==> src/rtl/aclk_pkg.sv <==
// Shared types and BCD limits for the alarm-clock controller.
// Holds the FSM state encoding and the entry validation helper.
package aclk_pkg;

  typedef enum logic [1:0] {
    SHOW_TIME  = 2'd0,
    KEY_ENTRY  = 2'd1,
    SHOW_ALARM = 2'd2
  } state_t;

  localparam logic [3:0] MAX_MS_HR       = 4'd2;
  localparam logic [3:0] MAX_LS_HR_AT_20 = 4'd3;
  localparam logic [3:0] MAX_MS_MIN      = 4'd5;
  localparam logic [3:0] DIGIT_MAX       = 4'd9;

  // A 24-hour HH:MM check; the ls digits are already bounded by DIGIT_MAX.
  function automatic logic entry_valid(input logic [3:0] ms_hr,
                                       input logic [3:0] ls_hr,
                                       input logic [3:0] ms_min);
    return (ms_hr <= MAX_MS_HR) &&
           !((ms_hr == MAX_MS_HR) && (ls_hr > MAX_LS_HR_AT_20)) &&
           (ms_min <= MAX_MS_MIN);
  endfunction

endpackage

==> src/rtl/alarm_ring_ctrl.sv <==
// Alarm sounder: rings on the rising edge of cur==alarm, cleared by stop, disable or RING_SEC ticks.
// sound_alarm rises/falls one cycle after the triggering edge; no backpressure.
module alarm_ring_ctrl
  import aclk_pkg::*;
#(
  parameter int RING_SEC = 60
) (
  input  logic        clk,
  input  logic        reset,
  input  logic        one_second,
  input  logic        alarm_enable,
  input  logic        stop_alarm,
  input  logic [15:0] cur_time,
  input  logic [15:0] alarm_time,
  output logic        sound_alarm
);

  localparam int RW = $clog2(RING_SEC + 1);
  localparam logic [RW-1:0] RING_LAST = RW'(RING_SEC - 1);

  logic          match;
  logic          match_d;
  logic          ring_start;
  logic          ring_clear;
  logic [RW-1:0] ring_cnt;

  assign match      = (cur_time == alarm_time);
  assign ring_start = alarm_enable & match & ~match_d;
  assign ring_clear = stop_alarm | ~alarm_enable |
                      (sound_alarm & one_second & (ring_cnt == RING_LAST));

  // match_d resets high so an idle 00:00 == 00:00 is not seen as a new match.
  always_ff @(posedge clk or negedge reset) begin
    if (!reset) begin
      match_d     <= 1'b1;
      sound_alarm <= 1'b0;
      ring_cnt    <= '0;
    end else begin
      match_d <= match;
      if (ring_clear) begin
        sound_alarm <= 1'b0;
        ring_cnt    <= '0;
      end else if (ring_start) begin
        sound_alarm <= 1'b1;
        ring_cnt    <= '0;
      end else if (sound_alarm && one_second) begin
        ring_cnt <= ring_cnt + 1'b1;
      end
    end
  end

endmodule

==> src/rtl/alarm_ctrl.sv <==
// Alarm-clock sequencer: keypad entry buffer, validation, load strobes, display select, ringing.
// Strobes and errors appear the cycle after the sampling edge; inputs are pulses, no backpressure.
module alarm_ctrl
  import aclk_pkg::*;
#(
  parameter int TIMEOUT_SEC = 10,
  parameter int SHOW_SEC    = 5,
  parameter int RING_SEC    = 60
) (
  input  logic       clk,
  input  logic       reset,
  input  logic       one_second,
  input  logic [3:0] key_digit,
  input  logic       key_valid,
  input  logic       alarm_button,
  input  logic       time_button,
  input  logic       alarm_enable,
  input  logic       stop_alarm,
  input  logic [3:0] cur_ms_hr,
  input  logic [3:0] cur_ls_hr,
  input  logic [3:0] cur_ms_min,
  input  logic [3:0] cur_ls_min,
  input  logic [3:0] alarm_ms_hr,
  input  logic [3:0] alarm_ls_hr,
  input  logic [3:0] alarm_ms_min,
  input  logic [3:0] alarm_ls_min,
  output logic [3:0] key_ms_hr,
  output logic [3:0] key_ls_hr,
  output logic [3:0] key_ms_min,
  output logic [3:0] key_ls_min,
  output logic       load_new_a,
  output logic       load_new_c,
  output logic       show_new_time,
  output logic       show_a,
  output logic       entry_error,
  output logic       sound_alarm
);

  localparam int IDLE_MAX = (TIMEOUT_SEC > SHOW_SEC) ? TIMEOUT_SEC : SHOW_SEC;
  localparam int IW       = $clog2(IDLE_MAX + 1);
  localparam logic [IW-1:0] TO_LAST   = IW'(TIMEOUT_SEC - 1);
  localparam logic [IW-1:0] SHOW_LAST = IW'(SHOW_SEC - 1);
  localparam logic [IW-1:0] IDLE_SAT  = IW'(IDLE_MAX);

  state_t        state, state_n;
  logic [15:0]   key_buf, key_buf_n;
  logic [IW-1:0] idle_cnt;
  logic          digit_ok;
  logic          idle_expire;
  logic          idle_clr;
  logic          load_a_n, load_c_n, err_n;

  assign digit_ok    = key_valid && (key_digit <= DIGIT_MAX);
  assign idle_expire = one_second &&
                       (idle_cnt >= ((state == SHOW_ALARM) ? SHOW_LAST : TO_LAST));

  // Priority in KEY_ENTRY: both buttons > one button > digit > timeout.
  always_comb begin
    state_n   = state;
    key_buf_n = key_buf;
    load_a_n  = 1'b0;
    load_c_n  = 1'b0;
    err_n     = 1'b0;
    idle_clr  = 1'b0;
    case (state)
      SHOW_TIME: begin
        if (alarm_button) begin
          state_n = SHOW_ALARM;
        end else if (digit_ok) begin
          state_n   = KEY_ENTRY;
          key_buf_n = {12'h000, key_digit};
        end
      end
      KEY_ENTRY: begin
        if (alarm_button && time_button) begin
          state_n = SHOW_TIME;
          err_n   = 1'b1;
        end else if (alarm_button || time_button) begin
          state_n = SHOW_TIME;
          if (entry_valid(key_buf[15:12], key_buf[11:8], key_buf[7:4])) begin
            load_a_n = alarm_button;
            load_c_n = time_button;
          end else begin
            err_n = 1'b1;
          end
        end else if (digit_ok) begin
          key_buf_n = {key_buf[11:0], key_digit};
          idle_clr  = 1'b1;
        end else if (idle_expire) begin
          state_n = SHOW_TIME;
        end
      end
      SHOW_ALARM: begin
        if (alarm_button || idle_expire) state_n = SHOW_TIME;
      end
      default: state_n = SHOW_TIME;
    endcase
  end

  always_ff @(posedge clk or negedge reset) begin
    if (!reset) begin
      state       <= SHOW_TIME;
      key_buf     <= 16'h0000;
      idle_cnt    <= '0;
      load_new_a  <= 1'b0;
      load_new_c  <= 1'b0;
      entry_error <= 1'b0;
    end else begin
      state       <= state_n;
      key_buf     <= key_buf_n;
      load_new_a  <= load_a_n;
      load_new_c  <= load_c_n;
      entry_error <= err_n;
      if ((state_n != state) || idle_clr) begin
        idle_cnt <= '0;
      end else if (one_second && (idle_cnt != IDLE_SAT)) begin
        idle_cnt <= idle_cnt + 1'b1;
      end
    end
  end

  assign key_ms_hr     = key_buf[15:12];
  assign key_ls_hr     = key_buf[11:8];
  assign key_ms_min    = key_buf[7:4];
  assign key_ls_min    = key_buf[3:0];
  assign show_new_time = (state == KEY_ENTRY);
  assign show_a        = (state == SHOW_ALARM);

  alarm_ring_ctrl #(
    .RING_SEC(RING_SEC)
  ) u_ring (
    .clk         (clk),
    .reset       (reset),
    .one_second  (one_second),
    .alarm_enable(alarm_enable),
    .stop_alarm  (stop_alarm),
    .cur_time    ({cur_ms_hr, cur_ls_hr, cur_ms_min, cur_ls_min}),
    .alarm_time  ({alarm_ms_hr, alarm_ls_hr, alarm_ms_min, alarm_ls_min}),
    .sound_alarm (sound_alarm)
  );

endmodule

==> config.mk <==
export PLATFORM = sky130hd
export DESIGN_NAME = alarm_ctrl
export DESIGN_NICKNAME = d
export VERILOG_FILES = /design/src/rtl/aclk_pkg.sv /design/src/rtl/alarm_ring_ctrl.sv /design/src/rtl/alarm_ctrl.sv
export SDC_FILE = /design/constraint.sdc
export NUM_CORES = 1
export LEC_CHECK = 0
export CAP_MARGIN = 20
export CELL_PAD_IN_SITES_DETAIL_PLACEMENT = 1
export CELL_PAD_IN_SITES_GLOBAL_PLACEMENT = 1
export CORE_MARGIN = 1
export CORE_UTILIZATION = 30
export CTS_CLUSTER_DIAMETER = 80
export DETAILED_ROUTE_END_ITERATION = 10
export GPL_TIMING_DRIVEN = 0
export PLACE_DENSITY_LB_ADDON = 0.25
export RECOVER_POWER = 25
export SYNTH_ARGS = -nofsm -noshare
export SYNTH_HDL_FRONTEND = slang
export SYNTH_SLANG_ARGS = --single-unit
==> constraint.sdc <==
create_clock -name clk -period 1.8 [get_ports clk]
set_input_delay 0.54 -clock clk [delete_from_list [all_inputs] [get_ports clk]]
set_output_delay 0.54 -clock clk [all_outputs]
set_load 0.005 [all_outputs]
* Word-level counts from Yosys, hierarchy flattened *
Index checks and enable logic that the tools add are counted.

cells by class
  add/subtract/negate cells = 2
  $mul = 0
  div/mod/pow operators = 0
  magnitude comparators = 5
  equality and inequality tests = 12
  shift-type cells = 0
  multiplexer cells = 38
  bitwise gates (word level) = 8
  reductions and logical operators = 18

operators with widths
  kind                 number
  $mux 16              5
  $pmux 16 s2          1
  $mux 1               18
  $mux 6               3
  $eq 16x16->1         1
  $mux 2               7
  $mux 4               3
  $logic_and 1x1->1    8
  $ne 2x2->1 const B   4
  $add 6x1->6 const B  1
  $eq 6x6->1 const B   1
  $pmux 2 s3           1
  $reduce_and 6->1     1
  $reduce_bool 2->1    3
  $add 4x1->4 const B  1
  $and 1x1->1          4
  $eq 4x2->1 const B   1
  $ge 4x4->1           1
  $gt 4x2->1 const B   1
  $le 4x2->1 const B   1
  $le 4x3->1 const B   1
  $le 4x4->1 const B   1
  $ne 4x4->1 const B   1
  $logic_or 1x1->1     3
  other kinds (9)      11

storage, ports and cells
  register bits = 33
  bits in latches = 0
  RAM bits = 0
  memory bits (read-only) = 0
  output and inout bits = 22
  memories kept = 0

* Longest topological paths before layout *
  depth after elaboration = 12
  depth in mapped cells = 7
  gate-level depth less buffers = 7

* Cells and area by module *
Synthesis repeated with hierarchy kept, for this count alone.

unflattened totals
  cells, all modules = 187
  area total of the unflattened synthesis = 1836.8 um2

by module, submodules not included
  module           instances  cells each  area an instance (um2)
  alarm_ctrl       1          127         1241.2
  alarm_ring_ctrl  1          60          595.6

* Worst setup path before layout *
Ideal clock, no wire load.

  path kind = register to register
  from = register state[0]
  to = register idle_cnt[0]
  arrival = 1.749 ns
  data required time = 1.661 ns
  path slack = -0.089 ns
  stages on the path, launching flop included = 8
  path through = dfrtp_1 nor2b_4 inv_1 ha_1 nor3b_1 o211a_1 nor3_1 nor3_1

between the ends
  longest elaborated chain between the ends = 12
  elaborated cells on any way between the ends = 20
  those cells by class = order compare: 1; eq/ne: 3; mux: 11; reduce/logical: 5

ends and longest elaborated chain
  item                                         RTL line           text
  from (decl)                                  alarm_ctrl.sv:45   state_t state, state_n;
  from (signal assigned)                       alarm_ctrl.sv:109  state <= state_n;
  $eq 2x2->1 *                                 n/a
  named net show_a                             alarm_ctrl.sv:34   output logic show_a,
  $mux 4                                       alarm_ctrl.sv:55   (idle_cnt >= ((state == SHOW_ALARM) ? SHOW_LAST : TO_LAST));
  $ge 4x4->1                                   alarm_ctrl.sv:55
  $logic_and 1x1->1                            alarm_ctrl.sv:54   assign idle_expire = one_second &&
  $mux 2                                       alarm_ctrl.sv:89   end else if (idle_expire) begin
  $mux 2                                       alarm_ctrl.sv:86   end else if (digit_ok) begin
  $mux 2                                       alarm_ctrl.sv:78   end else if (alarm_button || time_button) begin
  $mux 2                                       alarm_ctrl.sv:75   if (alarm_button && time_button) begin
  $pmux 2 s3 *                                 alarm_ctrl.sv:65   case (state)
  $ne 2x2->1 *                                 alarm_ctrl.sv:114  if ((state_n != state) || idle_clr) begin
  $logic_or 1x1->1 *                           alarm_ctrl.sv:114
  $mux 4 or $reduce_bool 2->1 (tied branches)  n/a
  to (signal assigned)                         alarm_ctrl.sv:117  idle_cnt <= idle_cnt + 1'b1;
  to (decl)                                    alarm_ctrl.sv:47   logic [IW-1:0] idle_cnt;

The timed path passes the listed nets; every way through them passes the cells marked *.
A chain may end at the register's enable or synchronous reset.

* Worst setup path after layout *
  from = register state[0]
  to = register idle_cnt[0]

between the ends
  longest elaborated chain between the ends = 12
  elaborated cells on any way between the ends = 20
  those cells by class = order compare: 1; eq/ne: 3; mux: 11; reduce/logical: 5

ends and longest elaborated chain
  item                                         RTL line
  $eq 2x2->1                                   alarm_ctrl.sv:55, alarm_ctrl.sv:65
  $mux 4                                       alarm_ctrl.sv:55
  $ge 4x4->1                                   alarm_ctrl.sv:55
  $logic_and 1x1->1                            alarm_ctrl.sv:54
  $mux 2                                       alarm_ctrl.sv:89
  $mux 2                                       alarm_ctrl.sv:86
  $mux 2                                       alarm_ctrl.sv:78
  $mux 2                                       alarm_ctrl.sv:75
  $pmux 2 s3                                   alarm_ctrl.sv:65
  $ne 2x2->1                                   alarm_ctrl.sv:114
  $logic_or 1x1->1 *                           alarm_ctrl.sv:114
  $mux 4 or $reduce_bool 2->1 (tied branches)  n/a

Mark *: on every way between the ends. The rest lies on a longest branch, timed or not.

==> reports/metrics.yaml <==
drt_iter0_drc: 43
drc: 0
slowest_delay_ns: 0.47
max_cap_violations: 0
dp_slack_ns: -0.425
antenna_found_initial: 0
design_area_mm2: 0.00287
antenna_cells: 0
place_area_mm2: 0.00255
synth_top_area_share_pct: 43.7
grt_max_degree: 34
ctsLongestPathBuffers: 2
outcome: "complete, no violations"
crit_type: "reg2reg"
io_pins: 66
maxSlewViolCount: 0
synthCells: 180
grt_pass1_vias: 1672
clk_pin_slew_ns: 0.08
final_common_cell: "clkdlybuf4s50_1"
power_density_mw_per_mm2: 825
finalSetupTns_ns: 0
synth_cell_types: 44
syn_nets: 228
numCtsBuffers: 5
cp.buffers_inverters: 1
drtAntennaViolNets: 0
dp_hpwl_um: 3560
initial_core_util_pct: 31.1
tightest_slew_ns: 0.882
syn-cell-area_mm2: 0.00183
totalWireLength_um: 5160
setup_ws_ns: 0.0306
peakVddDrop_uv: 400
crit_path_top_delay_cell: "dfrtp_2"
grt_setup_unrepaired: "true"
avgRoutedWirePerCell_um: 15.0
final-setup-viol-count: 0
yosysWarnings: 0
vias: 1646
min_period_over_period_pct: 98.3
core_mm2: 0.00589
path_delay_family: "simple AND/OR/NAND/NOR gates"
syn-mean-instance-area_um2: 10.2
clock_sinks: 33
grt_usage_pct: 16.9
start_kind: "flop"
cp.arrival_ns: 1.93
dr.pass1.iters: 4
path_cells: "nor2b_4 -> inv_2 -> ha_4 -> nor3b_1 -> o211a_1 -> nor3_4 -> nor3_1"
synth-async-reset-ratio_pct: 100
ys_top_cells_by_area: "dfrtp_1 44%, xnor2_1 10%, nand2_1 6.8%, o21ai_1 3.6%, ha_1 2.7%"
fmax_mhz: 565
yosys.area.top_type: "dfrtp_1"
root_buffer: "clkbuf_8"
cp_max_fo: 4
io_buffer_count: 63
die_area_mm2: 0.00642
grt_pass1_wl_um: 8100
finalHoldViolCount: 0
required_ns: 1.96
fin_crit_ns: 1.77
worst_clock_skew_ns: 0.0104
cts_hold_buf: 0
nets: 315
layout_common_cells: "51 x clkdlybuf4s50_1, 33 x nand2_1, 29 x dfrtp_1"
die_h_um: 80.1
cts_tree: "yes"
power.total_uw: 2370
ys_seq_area_share_pct: 45.2
worstSkewPairLatency_ns: 0.29
syn_to_final_growth_pct: 56.9
min_path_type: "in2async"
max_slew_margin_pct: 41.2
crit_path_end_kind: "flop"
synth_flop_cell: "dfrtp_1"
leakagePower_uw: 0.00124
rows: 28
chipWidth_um: 80.1
gp_congestion: 0.722
htreeDepth: 2
ys_seq_elements: 33
via_per_inst: 4.80
grt-ovfl-total: 0
drive_gt1_share_pct: 20.9
synth_edf_count: 0
state kept, by name, indices dropped and copies added, names as in the netlist:
signal              count
load_new_a              1
u_ring.match_d          1
idle_cnt                4
u_ring.ring_cnt         6
key_buf                16
state                   2
entry_error             1
u_ring.sound_alarm      1
load_new_c              1
cell type report:
type / count / area, um2
inverters: 7 / 28.8
flip-flops and latches: 33 / 831
clock buffers: 7 / 86.3
well taps: 75 / 93.8
plain buffers: 5 / 23.8
multi-input cells: 134 / 1010
clock inverters: 1 / 30.0
fillers: 673 / 3010
repair buffers: 81 / 773
report_power, final:
| part | switching (uW) | internal [uW] |
|---|---|---|
| sequential | 73.6 | 825 |
| clock | 285 | 452 |
| combinational | 311 | 425 |
worst register-to-register path: stages, from the launching register on:
cell and delay (ns):
dfrtp_2 0.47, nor2b_4 0.14, inv_2 0.05, ha_4 0.27, nor3b_1 0.05, o211a_1 0.27
nor3_4 0.29, nor3_1 0.09
kinds of logic after synthesis:
family	Yosys count	share of synthesized area, %
AND/OR/NAND/NOR	67	19.6
AO/OA/AOI/OAI	35	15.4
flip-flops	33	45.2
XOR/XNOR	23	11.0
buffers and inverters	13	3.01
adder cells (fa/ha/maj)	5	3.35
multiplexers	4	2.46
routing by layer:
| layer | wire (um) | track usage (%) |
|---|---|---|
| met1 | 2240 | 21.2 |
| met2 | 2720 | 28.9 |
| met3 | 174 | 4.55 |
| met4 | 33 | 3.75 |
| met5 | 0 | 0 |
cells in the mapped netlist (all sizes together) (5+ instances only):
| cell type | number |
|---|---|
| xnor2 | 21 |
| nand4 | 5 |
| o21ai | 14 |
| a211oi | 8 |
| nand2 | 33 |
| nor3 | 7 |
| dfrtp | 32 |
| inv | 7 |
| buf | 5 |
through the flow:
step | util (%) | hold slack [ns] | instances
finish | 48.8 | 0.359 | 343
global route | 48.8 | 0.430 | 343
CTS | 47.1 | 0.353 | 334
detailed placement | 43.4 | 0.514 | 318
global placement | 43.5 | 0.504 | 318
floorplan | - | 0.244 | 180
what timing repair did:
| action | CTS | global route |
|---|---|---|
| endpoints found under the setup margin | 30 | 33 |
| buffers inserted | 9 | 9 |
| pin swaps | 6 | 9 |
| gates resized for setup | 11 | 15 |
worst paths after layout:
kind	startpoint	to	slack, ns	cells after the start
setup / recovery	state[0]$_DFF_PN0_	idle_cnt[0]$_DFFE_PN0P_	0.03	7
hold / removal	reset	load_new_c$_DFF_PN0_	0.36	1
setup reg to reg	state[0]$_DFF_PN0_	idle_cnt[0]$_DFFE_PN0P_	0.03	7
hold reg to reg	key_buf[2]$_DFFE_PN0P_	key_buf[2]$_DFFE_PN0P_	0.53	1
max in group asynchronous	reset	state[1]$_DFF_PN0_	0.84	1
min in group clk	key_buf[2]$_DFFE_PN0P_	key_buf[2]$_DFFE_PN0P_	0.53	1
Power figures use the tool's default switching activity.
